### config.mk
export PLATFORM = sky130hd
export DESIGN_NAME = mem_stage_flat
export DESIGN_NICKNAME = d
export VERILOG_FILES = /design/src/rtl/mem_pkg.sv /design/src/rtl/mem_stage_if.sv /design/src/rtl/mem_lane_align.sv /design/src/rtl/mem_stage.sv /design/src/flat_wrapper.sv
export SDC_FILE = /design/constraint.sdc
export NUM_CORES = 1
export LEC_CHECK = 0
export ABC_AREA = 1
export CORE_MARGIN = 2
export CORE_UTILIZATION = 45
export DETAILED_ROUTE_END_ITERATION = 16
export GPL_TIMING_DRIVEN = 0
export MAX_ROUTING_LAYER = met4
export PLACE_DENSITY = 0.95
export SKIP_CTS_REPAIR_TIMING = 1
export SYNTH_ARGS = -nofsm -noshare
export SYNTH_HDL_FRONTEND = slang
export SYNTH_SLANG_ARGS = --single-unit
### constraint.sdc
create_clock -name CLK -period 12.7 [get_ports CLK]
set_input_delay 2.54 -clock CLK [delete_from_list [all_inputs] [get_ports CLK]]
set_output_delay 2.54 -clock CLK [all_outputs]
set_load 0.05 [all_outputs]
### src/rtl/mem_pkg.sv
// Shared types and helpers for the memory-access stage: size codes, FSM states,
// byte-enable and alignment rules.
package mem_pkg;

    localparam logic [1:0] SZ_BYTE = 2'b00;
    localparam logic [1:0] SZ_HALF = 2'b01;
    localparam logic [1:0] SZ_WORD = 2'b10;

    typedef enum logic {IDLE, ACCESS} state_t;

    // Reserved size 2'b11 falls through to word.
    function automatic logic [3:0] byte_en(input logic [1:0] size, input logic [1:0] off);
        case (size)
            SZ_BYTE: return 4'b0001 << off;
            SZ_HALF: return off[1] ? 4'b1100 : 4'b0011;
            default: return 4'b1111;
        endcase
    endfunction

    function automatic logic misaligned(input logic [1:0] size, input logic [1:0] off);
        case (size)
            SZ_BYTE: return 1'b0;
            SZ_HALF: return off[0];
            default: return off != 2'b00;
        endcase
    endfunction

endpackage

### src/rtl/mem_stage_if.sv
// Request/acknowledge data-memory bus between the memory stage and the data memory.
interface mem_stage_if #(parameter int AW = 32);
    logic          dmem_req;
    logic          dmem_we;
    logic [AW-1:0] dmem_addr;
    logic [31:0]   dmem_wdata;
    logic [3:0]    dmem_be;
    logic          dmem_ack;
    logic [31:0]   dmem_rdata;

    modport master (output dmem_req, dmem_we, dmem_addr, dmem_wdata, dmem_be,
                    input  dmem_ack, dmem_rdata);
    modport slave  (input  dmem_req, dmem_we, dmem_addr, dmem_wdata, dmem_be,
                    output dmem_ack, dmem_rdata);
endinterface

### src/rtl/mem_lane_align.sv
// Combinational byte-lane steering: store replication / byte enables and
// load lane extraction with zero or sign extension.
module mem_lane_align
    import mem_pkg::*;
(
    input  logic [1:0]  i_size,
    input  logic [1:0]  i_off,
    input  logic        i_signed,
    input  logic [31:0] i_st_data,
    input  logic [31:0] i_rdata,
    output logic [31:0] o_wdata,
    output logic [3:0]  o_be,
    output logic [31:0] o_ld_data
);
    logic [7:0]  w_byte;
    logic [15:0] w_half;

    assign o_be   = byte_en(i_size, i_off);
    assign w_byte = i_rdata[8*i_off +: 8];
    assign w_half = i_off[1] ? i_rdata[31:16] : i_rdata[15:0];

    always_comb begin
        o_wdata   = i_st_data;
        o_ld_data = i_rdata;
        case (i_size)
            SZ_BYTE: begin
                o_wdata   = {4{i_st_data[7:0]}};
                o_ld_data = {{24{i_signed & w_byte[7]}}, w_byte};
            end
            SZ_HALF: begin
                o_wdata   = {2{i_st_data[15:0]}};
                o_ld_data = {{16{i_signed & w_half[15]}}, w_half};
            end
            default: ;
        endcase
    end
endmodule

### src/rtl/mem_stage.sv
// Memory-access pipeline stage: issues data-memory requests, freezes upstream while
// an access is outstanding, and loads the write-back register. Optional MEM_ALIGN_CHECK_EN.
module mem_stage
    import mem_pkg::*;
#(
    parameter int AW = 32,
    parameter int DW = 32
) (
    input  logic          CLK,
    input  logic          RESET,
    input  logic [DW-1:0] aluResult1_PR,
    input  logic [DW-1:0] readDataB1_PR,
    input  logic [4:0]    writeRegister1_PR,
    input  logic          do_writeback1_PR,
    input  logic          MemRead1_PR,
    input  logic          MemWrite1_PR,
    input  logic          MemtoReg1_PR,
    input  logic [1:0]    mem_size_PR,
    input  logic          mem_signed_PR,
    mem_stage_if.master   dmem,
    output logic          FREEZE,
    output logic [DW-1:0] Data1_MEM,
    output logic [4:0]    writeRegister1_MEM,
    output logic          do_writeback1_MEM,
    output logic [DW-1:0] Data1_WB,
    output logic [4:0]    writeRegister1_WB,
    output logic          do_writeback1_WB
`ifdef MEM_ALIGN_CHECK_EN
    ,
    output logic          mem_misalign
`endif
);
    state_t        r_state, w_next;
    logic          r_req, r_we;
    logic [AW-1:0] r_addr;
    logic [31:0]   r_wdata;
    logic [3:0]    r_be;
    logic          w_memop, w_issue, w_misalign;
    logic [31:0]   w_wdata, w_ld_data;
    logic [3:0]    w_be;

    assign w_memop = MemRead1_PR | MemWrite1_PR;
`ifdef MEM_ALIGN_CHECK_EN
    logic r_misalign;
    assign w_misalign   = w_memop && (r_state == IDLE) && misaligned(mem_size_PR, aluResult1_PR[1:0]);
    assign mem_misalign = r_misalign;
    always_ff @(posedge CLK or posedge RESET) begin
        if (RESET) r_misalign <= 1'b0;
        else       r_misalign <= w_misalign;
    end
`else
    assign w_misalign = 1'b0;
`endif
    assign w_issue = w_memop & ~w_misalign;

    mem_lane_align u_lane (
        .i_size    (mem_size_PR),
        .i_off     (aluResult1_PR[1:0]),
        .i_signed  (mem_signed_PR),
        .i_st_data (readDataB1_PR),
        .i_rdata   (dmem.dmem_rdata),
        .o_wdata   (w_wdata),
        .o_be      (w_be),
        .o_ld_data (w_ld_data)
    );

    // FREEZE is masked by RESET so a reset mid-access releases upstream at once.
    always_comb begin
        w_next = r_state;
        FREEZE = 1'b0;
        case (r_state)
            IDLE: if (w_issue) begin
                w_next = ACCESS;
                FREEZE = 1'b1;
            end
            ACCESS: if (dmem.dmem_ack) w_next = IDLE;
                    else               FREEZE = 1'b1;
            default: w_next = IDLE;
        endcase
        if (RESET) FREEZE = 1'b0;
    end

    always_ff @(posedge CLK or posedge RESET) begin
        if (RESET) r_state <= IDLE;
        else       r_state <= w_next;
    end

    // Request fields are captured once on entry and held for the whole access.
    always_ff @(posedge CLK or posedge RESET) begin
        if (RESET) begin
            r_req   <= 1'b0;
            r_we    <= 1'b0;
            r_addr  <= '0;
            r_wdata <= '0;
            r_be    <= '0;
        end else if (r_state == IDLE && w_issue) begin
            r_req   <= 1'b1;
            r_we    <= MemWrite1_PR;
            r_addr  <= {aluResult1_PR[AW-1:2], 2'b00};
            r_wdata <= w_wdata;
            r_be    <= w_be;
        end else if (r_state == ACCESS && dmem.dmem_ack) begin
            r_req   <= 1'b0;
            r_we    <= 1'b0;
        end
    end

    assign dmem.dmem_req   = r_req;
    assign dmem.dmem_we    = r_we;
    assign dmem.dmem_addr  = r_addr;
    assign dmem.dmem_wdata = r_wdata;
    assign dmem.dmem_be    = r_be;

    always_ff @(posedge CLK or posedge RESET) begin
        if (RESET) begin
            Data1_WB          <= '0;
            writeRegister1_WB <= '0;
            do_writeback1_WB  <= 1'b0;
        end else if (!FREEZE) begin
            Data1_WB          <= MemtoReg1_PR ? w_ld_data : aluResult1_PR;
            writeRegister1_WB <= writeRegister1_PR;
            do_writeback1_WB  <= do_writeback1_PR & ~w_misalign;
        end else begin
            do_writeback1_WB  <= 1'b0;
        end
    end

    assign Data1_MEM          = aluResult1_PR;
    assign writeRegister1_MEM = writeRegister1_PR;
    assign do_writeback1_MEM  = do_writeback1_PR & ~MemRead1_PR;
endmodule

### src/flat_wrapper.sv
// flat-port wrapper written by rule: the top's interface ports become plain ports
module mem_stage_flat import mem_pkg::*;
#(
    parameter int AW = 32,
    parameter int DW = 32
)
  (CLK, RESET, aluResult1_PR, readDataB1_PR, writeRegister1_PR, do_writeback1_PR, MemRead1_PR, MemWrite1_PR, MemtoReg1_PR, mem_size_PR, mem_signed_PR, FREEZE, Data1_MEM, writeRegister1_MEM, do_writeback1_MEM, Data1_WB, writeRegister1_WB, do_writeback1_WB, dmem_dmem_req, dmem_dmem_we, dmem_dmem_addr, dmem_dmem_wdata, dmem_dmem_be, dmem_dmem_ack, dmem_dmem_rdata);
  mem_stage_if #(.AW(AW)) dmem_i ();
  input  logic CLK;
  input  logic RESET;
  input  logic [DW-1:0] aluResult1_PR;
  input  logic [DW-1:0] readDataB1_PR;
  input  logic [4:0] writeRegister1_PR;
  input  logic do_writeback1_PR;
  input  logic MemRead1_PR;
  input  logic MemWrite1_PR;
  input  logic MemtoReg1_PR;
  input  logic [1:0] mem_size_PR;
  input  logic mem_signed_PR;
  output logic FREEZE;
  output logic [DW-1:0] Data1_MEM;
  output logic [4:0] writeRegister1_MEM;
  output logic do_writeback1_MEM;
  output logic [DW-1:0] Data1_WB;
  output logic [4:0] writeRegister1_WB;
  output logic do_writeback1_WB;
  output wire logic [$bits(dmem_i.dmem_req)-1:0] dmem_dmem_req;
  output wire logic [$bits(dmem_i.dmem_we)-1:0] dmem_dmem_we;
  output wire logic [$bits(dmem_i.dmem_addr)-1:0] dmem_dmem_addr;
  output wire logic [$bits(dmem_i.dmem_wdata)-1:0] dmem_dmem_wdata;
  output wire logic [$bits(dmem_i.dmem_be)-1:0] dmem_dmem_be;
  input wire logic [$bits(dmem_i.dmem_ack)-1:0] dmem_dmem_ack;
  input wire logic [$bits(dmem_i.dmem_rdata)-1:0] dmem_dmem_rdata;
  assign dmem_dmem_req = dmem_i.dmem_req;
  assign dmem_dmem_we = dmem_i.dmem_we;
  assign dmem_dmem_addr = dmem_i.dmem_addr;
  assign dmem_dmem_wdata = dmem_i.dmem_wdata;
  assign dmem_dmem_be = dmem_i.dmem_be;
  assign dmem_i.dmem_ack = dmem_dmem_ack;
  assign dmem_i.dmem_rdata = dmem_dmem_rdata;
  mem_stage #(.AW(AW), .DW(DW)) u_core (.CLK(CLK), .RESET(RESET), .aluResult1_PR(aluResult1_PR), .readDataB1_PR(readDataB1_PR), .writeRegister1_PR(writeRegister1_PR), .do_writeback1_PR(do_writeback1_PR), .MemRead1_PR(MemRead1_PR), .MemWrite1_PR(MemWrite1_PR), .MemtoReg1_PR(MemtoReg1_PR), .mem_size_PR(mem_size_PR), .mem_signed_PR(mem_signed_PR), .dmem(dmem_i), .FREEZE(FREEZE), .Data1_MEM(Data1_MEM), .writeRegister1_MEM(writeRegister1_MEM), .do_writeback1_MEM(do_writeback1_MEM), .Data1_WB(Data1_WB), .writeRegister1_WB(writeRegister1_WB), .do_writeback1_WB(do_writeback1_WB));
endmodule
==> impl_metrics.json, run 1 <==
{
  "status": "completed",
  "r2r_slack_ns": 11.04,
  "r2r_end": "u_core.Data1_WB[19]",
  "synth_warnings": 0,
  "hold_path_depth": 2,
  "arrival_ns": 5.25,
  "synth_cells": 714,
  "io_buffer_count": 254,
  "p_leak_nw": 4.04,
  "hold_viol_final": 0,
  "synth_edf_count": 0,
  "die_w_um": 115,
  "gp_congestion": 0.958,
  "insertion_delay_ns": 0.34,
  "cp-startpoint": "RESET",
  "dp_hpwl_mm": 15.4,
  "synth_simple_gate_area_share_pct": 22.9,
  "cp-start-kind": "input port",
  "antenna_cells": 0,
  "final_util_pct": 71.6,
  "synth_top_family_by_area": "simple AND/OR/NAND/NOR gates",
  "cp_max_fo": 65,
  "min_path_type": "flip-flop to flip-flop",
  "finalCritPeriodShare_pct": 61.3,
  "drcViolationCount": 0,
  "ys.flop_type": "dfrtp_1",
  "io-pin-count": 258,
  "wl_per_cell_um": 17.2,
  "grt_max_degree": 66,
  "start_util_pct": 46.1,
  "ys_ff_latch": 107,
  "first_pass_iters": 5,
  "min_period_ns": 7.79,
  "overflow": 0,
  "vias_per_cell": 5.22,
  "area_growth_pct": 55.4,
  "drt_iter0_drc": 666,
  "layout_commonest_cell": "clkdlybuf4s50_1",
  "clockRootBuffer": "clkbuf_16",
  "layout_common_cells": "clkdlybuf4s50_1 (254), nand2_1 (199), dfrtp_1 (107)",
  "syn_area_per_cell_um2": 7.72,
  "relSlewSlack_pct": 44.0,
  "drv_slew": 0,
  "place_area_um2": 8270,
  "cts_tree": "built",
  "power_density_nw_per_um2": 194,
  "rr_worst_depth": 8,
  "clock.fmax_mhz": 128,
  "synth_area_um2": 5510,
  "finalSetupTns_ns": 0,
  "yosysSeqAreaShare_pct": 48.6,
  "min_to": "u_core.writeRegister1_WB[0]",
  "reg2reg_from": "u_core.r_state",
  "numCtsBuffers": 9,
  "async_flop_share_pct": 100,
  "antenna_left": 0,
  "finClkSkew_ns": 0.00639,
  "num-nets-final": 1092,
  "row_count": 40,
  "synth_xor_area_share_pct": 0,
  "cp.required_ns": 10.16,
  "setup_viol": 0,
  "synthAdderAreaFrac_pct": 0,
  "final_layout_size_suffix_gt1_share_pct": 9.74,
  "synthMuxAreaShare_pct": 0,
  "min_from": "u_core.writeRegister1_WB[0]",
  "h-tree-depth": 3,
  "via_count": 5911,
  "rsz0062_at_grt": "no",
  "power.total_mw": 1.66,
  "synth_compound_area_share_pct": 14.6,
  "tightestPinTransition_ns": 0.840,
  "crit_type": "input port to output port",
  "cts.clk_slew.worst_paths_ns": 0.07,
  "antenna_found_initial": 0,
  "first_global_vias": 5881,
  "dieArea_um2": 13200,
  "die_y_um": 115,
  "core_um2": 12000,
  "grt_pass1_wl_mm": 29.8,
  "grt_use_total_pct": 30.5,
  "cap_violations": 0,
  "stdcell_area_um2": 8570,
  "end_kind": "output port",
  "cts_sinks": 107,
  "clockBufferDepth": 2,
  "wl_mm": 19.5,
  "max-vdd-ir-drop_mv": 0.106,
  "synth_cell_type_count": 29
}
==> sequential cells by signal (all words and copies together), names as in the netlist <==
register and flops:
u_core.Data1_WB 32, u_core.dmem.dmem_addr 30, u_core.dmem.dmem_be 4, u_core.dmem.dmem_req 1, u_core.dmem.dmem_wdata 32, u_core.dmem.dmem_we 1, u_core.do_writeback1_WB 1, u_core.r_state 1
u_core.writeRegister1_WB 5
==> metal layers <==
layer / vias up / routed length [um] / GRT usage, %
li1: 2779 / - / -
met3: 68 / 1680 / 5.24
met1: 2701 / 7470 / 35.0
met5: - / 0 / -
met4: 0 / 818 / 13.7
met2: 363 / 9550 / 52.3
==> synthesized netlist by cell type, types with 4 or more instances <==
master    number  area [um^2]
nand3_1       38          190
o21ai_1        4         20.0
nand2_2        4         25.0
nand2_1      199          747
buf_4         43          323
buf_6          4         45.0
a21oi_1       49          245
a31oi_1       25          156
buf_2         17         85.1
inv_1         64          240
clkbuf_1      13         48.8
nor2_1        62          233
dfrtp_1      107         2680
o21ai_0       67          335
==> how the worst max path moves through the flow <==
stage                   to  cells after the start
finish              FREEZE                      6
global route        FREEZE                      6
CTS                 FREEZE                      6
detailed placement  FREEZE                      6
global placement    FREEZE                      6
floorplan           FREEZE                      4
==> per-stage QoR <==
stage / hold slack [ns] / instances / worst slack (ns)
after floorplan: 0.508 / 715 / 4.53
after global placement: 0.455 / 1116 / 1.89
after detailed placement: 0.458 / 1117 / 4.89
after CTS: 0.475 / 1133 / 4.87
after global routing: 0.487 / 1133 / 4.66
final: 0.475 / 1133 / 4.91
==> logic make-up (layout without fill, tap and decap cells) <==
family | Yosys count | in the layout
AND/OR/NAND/NOR | 310 | 310
AO/OA/AOI/OAI | 150 | 150
buffers and inverters | 146 | 417
flip-flops | 107 | 107
other | 1 | 2
==> cell type report <==
class                   instances  area [um^2]
clock inverters                 5         52.6
inverters                      68          260
well taps                     147          184
clock buffers                  11          243
multi-input cells             462         2080
flip-flops and latches        107         2680
fillers                       924         3390
repair buffers                255         2570
plain buffers                  78          505
==> power by group <==
part / switching, mW / internal (mW) / total (mW) / leakage, nW
combinational: 0.594 / 0.285 / 0.879 / 2.63
sequential: 0.0579 / 0.443 / 0.500 / 1.27
clock: 0.125 / 0.158 / 0.283 / 0.145
==> worst max-delay path, cell delays in order <==
cell             delay, ns
clkdlybuf4s50_1       0.44
inv_4                 0.63
nand2_2               0.30
inv_2                 0.21
buf_2                 0.26
clkdlybuf4s50_1       0.85
No activity file was read; power rests on OpenSTA's default activity.
==> inputs of run 2 (changes only) <==
- CORE_UTILIZATION: 45 -> 42
- PLACE_DENSITY: 0.95 -> 0.91
- clock period: 12.7 -> 7.8 ns (I/O delays scaled with it)
==> run 2 against run 1 <==
Die area is 6.9% higher. Count of clock-buffer cells in the layout increased by 3. Core utilization decreased by 4.1 points. Clock skew is 0.0011 ns lower. Critical endpoint unchanged. Largest cell class unchanged. Largest power group unchanged. Highest routed layer unchanged.
==> impl_metrics.json, run 2 (synthesized netlist as in run 1, its figures left out) <==
{
  "r2r_end": "u_core.dmem.dmem_wdata[17]",
  "reg2reg_from": "u_core.r_state",
  "drt_iter0_drc": 639,
  "grt_use_total_pct": 30.3,
  "wl_per_cell_um": 17.6,
  "clockRootBuffer": "clkbuf_16",
  "stdcell_area_um2": 8590,
  "dieArea_um2": 14100,
  "num-nets-final": 1092,
  "cp.required_ns": 6.24,
  "arrival_ns": 4.04,
  "cts_sinks": 107,
  "area_growth_pct": 55.7,
  "finalCritPeriodShare_pct": 71.8,
  "clockBufferDepth": 2,
  "crit_path_max_incr_delay_ns": 0.85,
  "p_clk_share_pct": 16.6,
  "overflow": 0,
  "max-vdd-ir-drop_mv": 0.188,
  "power_density_nw_per_um2": 315,
  "tightestPinTransition_ns": 0.596,
  "first_global_vias": 6079,
  "min_path_type": "flip-flop to flip-flop",
  "cp-startpoint": "RESET",
  "cts.clk_slew.worst_paths_ns": 0.07,
  "wl_mm": 20.4,
  "hold_viol_final": 0,
  "h-tree-depth": 3,
  "antenna_found_initial": 0,
  "crit_chain": "clkdlybuf4s50_1 -> inv_4 -> nand2_2 -> inv_2 -> buf_2 -> clkdlybuf4s50_1",
  "layout_common_cells": "clkdlybuf4s50_1 (254), nand2_1 (199), dfrtp_1 (107)",
  "switching_share_pct": 47.3,
  "start_util_pct": 43.3,
  "relSlewSlack_pct": 60.3,
  "cp_slowest_cell": "clkdlybuf4s50_1",
  "first_pass_iters": 5,
  "cts_tree": "built",
  "vias_per_cell": 5.18,
  "p_switching_mw": 1.28,
  "die_y_um": 119,
  "antenna_cells": 0,
  "clock.fmax_mhz": 178,
  "row_count": 41,
  "p_seq_share_pct": 30.1,
  "place_inst": 1142,
  "end_kind": "output port",
  "path_buf_inv": 5,
  "insertion_delay_ns": 0.36,
  "layout_commonest_cell": "clkdlybuf4s50_1",
  "drcViolationCount": 0,
  "crit_path_frequent_cell": "clkdlybuf4s50_1",
  "numCtsBuffers": 9,
  "drv_slew": 0,
  "hold_path_depth": 2,
  "final_layout_size_suffix_gt1_share_pct": 9.54,
  "cap_violations": 0,
  "dp_hpwl_mm": 16.1,
  "cp_max_fo": 45,
  "setup_viol": 0,
  "io_buffer_count": 254,
  "io-pin-count": 258,
  "internal_power_mw": 1.43,
  "antenna_left": 0,
  "min_period_ns": 5.60,
  "core_um2": 12700,
  "finalNonFillerCells": 1157,
  "rsz0062_at_grt": "no",
  "path_delay_family": "buffers and inverters",
  "min_to": "u_core.writeRegister1_WB[2]",
  "p_leak_nw": 4.03,
  "status": "completed",
  "power.total_mw": 2.70,
  "crit_type": "input port to output port",
  "r2r_slack_ns": 6.14,
  "cp-start-kind": "input port",
  "min_from": "u_core.writeRegister1_WB[2]",
  "via_count": 5994,
  "grt_pass1_wl_mm": 32.1,
  "die_w_um": 119,
  "combPwrFrac_pct": 53.3,
  "place_area_um2": 8300,
  "rr_worst_depth": 5,
  "gp_congestion": 0.923,
  "grt_max_degree": 65,
  "finClkSkew_ns": 0.00529
}
## run 2: changes by cell type in the layout (fill, tap and decap cells not counted), sizes merged
cell	delta
bufinv	-1
clkinv	-3
clkbuf	+3
## run 2: per-stage QoR
stage	worst slack (ns)	hold slack [ns]	setup TNS, ns	util [%]
2_1_floorplan	1.59	0.508	0	-
3_3_place_gp	-1.06	0.453	-1.06	65.0
3_5_place_dp	2.16	0.462	0	65.3
4_1_cts	2.15	0.479	0	67.5
5_1_grt	2.00	0.507	0	67.5
6_report	2.20	0.476	0	67.5
## run 2: final cells by class
class	instances	area (um^2)
buffer	78	505
tap	172	215
clock buffer	14	274
fill	1078	4140
inverter	68	260
multi-input combinational	462	2080
sequential	107	2680
clock inverter	1	7.51
timing repair buffer	255	2570
## run 2: worst max-delay path by stage
stage,to,slack (ns),cells after the start
4_1_cts,FREEZE,2.15,6
3_5_place_dp,FREEZE,2.16,6
6_report,FREEZE,2.20,6
5_1_grt,FREEZE,2.00,6
2_1_floorplan,FREEZE,1.59,4
3_3_place_gp,FREEZE,-1.06,6
## run 2: tightest hold or removal path, cell delays in order, from the launching register on
cell	delay, ns
dfrtp_1	0.35
nand2_1	0.06
nand2_1	0.05
## run 2: power groups by stage
stage	sequential (mW)	combinational (mW)	clock, mW
after floorplan	1.40	0.313	0
after global placement	0.816	1.41	0
after detailed placement	0.823	1.44	0
after CTS	0.814	1.44	0.449
after global routing	0.834	1.51	0.473
final	0.815	1.44	0.448
## run 2: metal layers
metal	global-route usage, %	vias to the layer above	routed length (um)
met5	-	-	0
met4	14.0	0	856
met3	5.74	65	1720
met2	50.2	344	9880
met1	35.6	2804	7940
li1	-	2781	-
==> inputs of run 3 (changes only) <==
- clock period: 7.8 -> 5.6 ns (I/O delays scaled with it)
==> run 3 against run 2 <==
Worst setup slack got worse by 1.3 ns. Die area did not move. Core utilization did not move. Register-to-register slack got worse by 2.2 ns. Sequential share of layout area did not move. Critical path depth did not move. Global-route usage barely moved. Sequential power rose by 40%. Cell count did not move. Clock skew rose by 0.0015 ns. Non-clock buffer count did not move.
==> impl_metrics.json, run 3 (synthesized netlist as in run 1, its figures left out) <==
{
  "status": "completed",
  "cp_max_fo": 45,
  "drt_iter0_drc": 667,
  "dr.max_layer_used": "met4",
  "final_util_pct": 67.5,
  "whs_ns": 0.476,
  "die_w_um": 119,
  "power.total_mw": 3.77,
  "relSlewSlack_pct": 60.4,
  "crit_path_frequent_cell": "clkdlybuf4s50_1",
  "gp_congestion": 0.923,
  "min_period_ns": 4.71,
  "setup_viol": 0,
  "vias_per_cell": 5.18,
  "wl_mm": 20.4,
  "clock.fmax_mhz": 212,
  "clockBufferDepth": 2,
  "insertion_delay_ns": 0.36,
  "dp_hpwl_mm": 16.1,
  "row_count": 41,
  "end_kind": "output port",
  "max-vdd-ir-drop_mv": 0.263,
  "path_buf_inv": 5,
  "finClkSkew_ns": 0.00680,
  "dieArea_um2": 14100,
  "crit_path_max_incr_delay_ns": 0.85,
  "finalNonFillerCells": 1157,
  "first_global_vias": 6070,
  "hold_viol_final": 0,
  "grt_max_degree": 65,
  "overflow": 0,
  "h-tree-depth": 3,
  "first_pass_iters": 5,
  "min_path_type": "flip-flop to flip-flop",
  "die_y_um": 119,
  "place_area_um2": 8300,
  "antenna_cells": 0,
  "path_delay_family": "buffers and inverters",
  "cap_violations": 0,
  "cts.clk_slew.worst_paths_ns": 0.07,
  "p_leak_nw": 4.03,
  "start_util_pct": 43.3,
  "wl_met3_mm": 1.72,
  "area_growth_pct": 55.7,
  "antenna_found_initial": 0,
  "setup_ws_ns": 0.892,
  "crit_type": "input port to output port",
  "wl_met2_mm": 10.0,
  "final_layout_size_suffix_gt1_share_pct": 9.54,
  "cts_tree": "built",
  "cp.required_ns": 4.48,
  "numCtsBuffers": 9,
  "arrival_ns": 3.59,
  "finalSetupTns_ns": 0,
  "drv_slew": 0,
  "clockRootBuffer": "clkbuf_16",
  "rsz0062_at_grt": "no",
  "tightestPinTransition_ns": 0.594,
  "cts_sinks": 107,
  "antenna_left": 0,
  "cp-start-kind": "input port",
  "via_count": 5994,
  "wl_per_cell_um": 17.7,
  "wl_met1_mm": 7.95,
  "core_um2": 12700,
  "grt_pass1_wl_mm": 32.1,
  "place_inst": 1142,
  "stdcell_area_um2": 8590,
  "place_ws_ns": 0.842,
  "cp_slowest_cell": "clkdlybuf4s50_1",
  "num-nets-final": 1092,
  "power_density_nw_per_um2": 439,
  "layout_commonest_cell": "clkdlybuf4s50_1",
  "crit_chain": "clkdlybuf4s50_1 -> inv_4 -> nand2_2 -> inv_2 -> buf_2 -> clkdlybuf4s50_1",
  "drcViolationCount": 0,
  "finalCritPeriodShare_pct": 84.1,
  "layout_common_cells": "clkdlybuf4s50_1 (254), nand2_1 (199), dfrtp_1 (107)",
  "grt_use_total_pct": 30.2,
  "io-pin-count": 258,
  "io_buffer_count": 254
}
-- run 3: tightest hold or removal path: cells and delay by family (launching register included) --
kind | cells | cell delay [ns]
simple gates | 2 | 0.11
flops | 1 | 0.35
-- run 3: worst paths after layout --
check / start / end / slack, ns / cells after the start
worst max-delay path: RESET / FREEZE / 0.89 / 6
worst min-delay path: u_core.writeRegister1_WB[2] / u_core.writeRegister1_WB[2] / 0.48 / 2
worst max register to register: u_core.r_state / u_core.dmem.dmem_wdata[17] / 3.94 / 5
worst min register to register: u_core.writeRegister1_WB[2] / u_core.writeRegister1_WB[2] / 0.48 / 2
max in group asynchronous: RESET / u_core.dmem.dmem_addr[12] / 3.70 / 3
min in group asynchronous: RESET / u_core.dmem.dmem_we / 1.19 / 2
-- run 3: layout make-up --
type	count	area (um^2)
well taps	172	215
flip-flops and latches	107	2680
repair buffers	255	2570
clock buffers	14	274
inverters	68	260
fillers	1078	4140
multi-input cells	462	2080
plain buffers	78	505
clock inverters	1	7.51
-- run 3: where the power goes --
part	switching [mW]	internal [mW]
combinational	1.36	0.646
sequential	0.132	1.00
clock	0.287	0.337
-- run 3: metal layers --
metal  track usage, %  vias up
li1                 -     2777
met1             35.6     2814
met2             50.4      352
met3             5.60       51
met4             13.6        0
met5                -        -
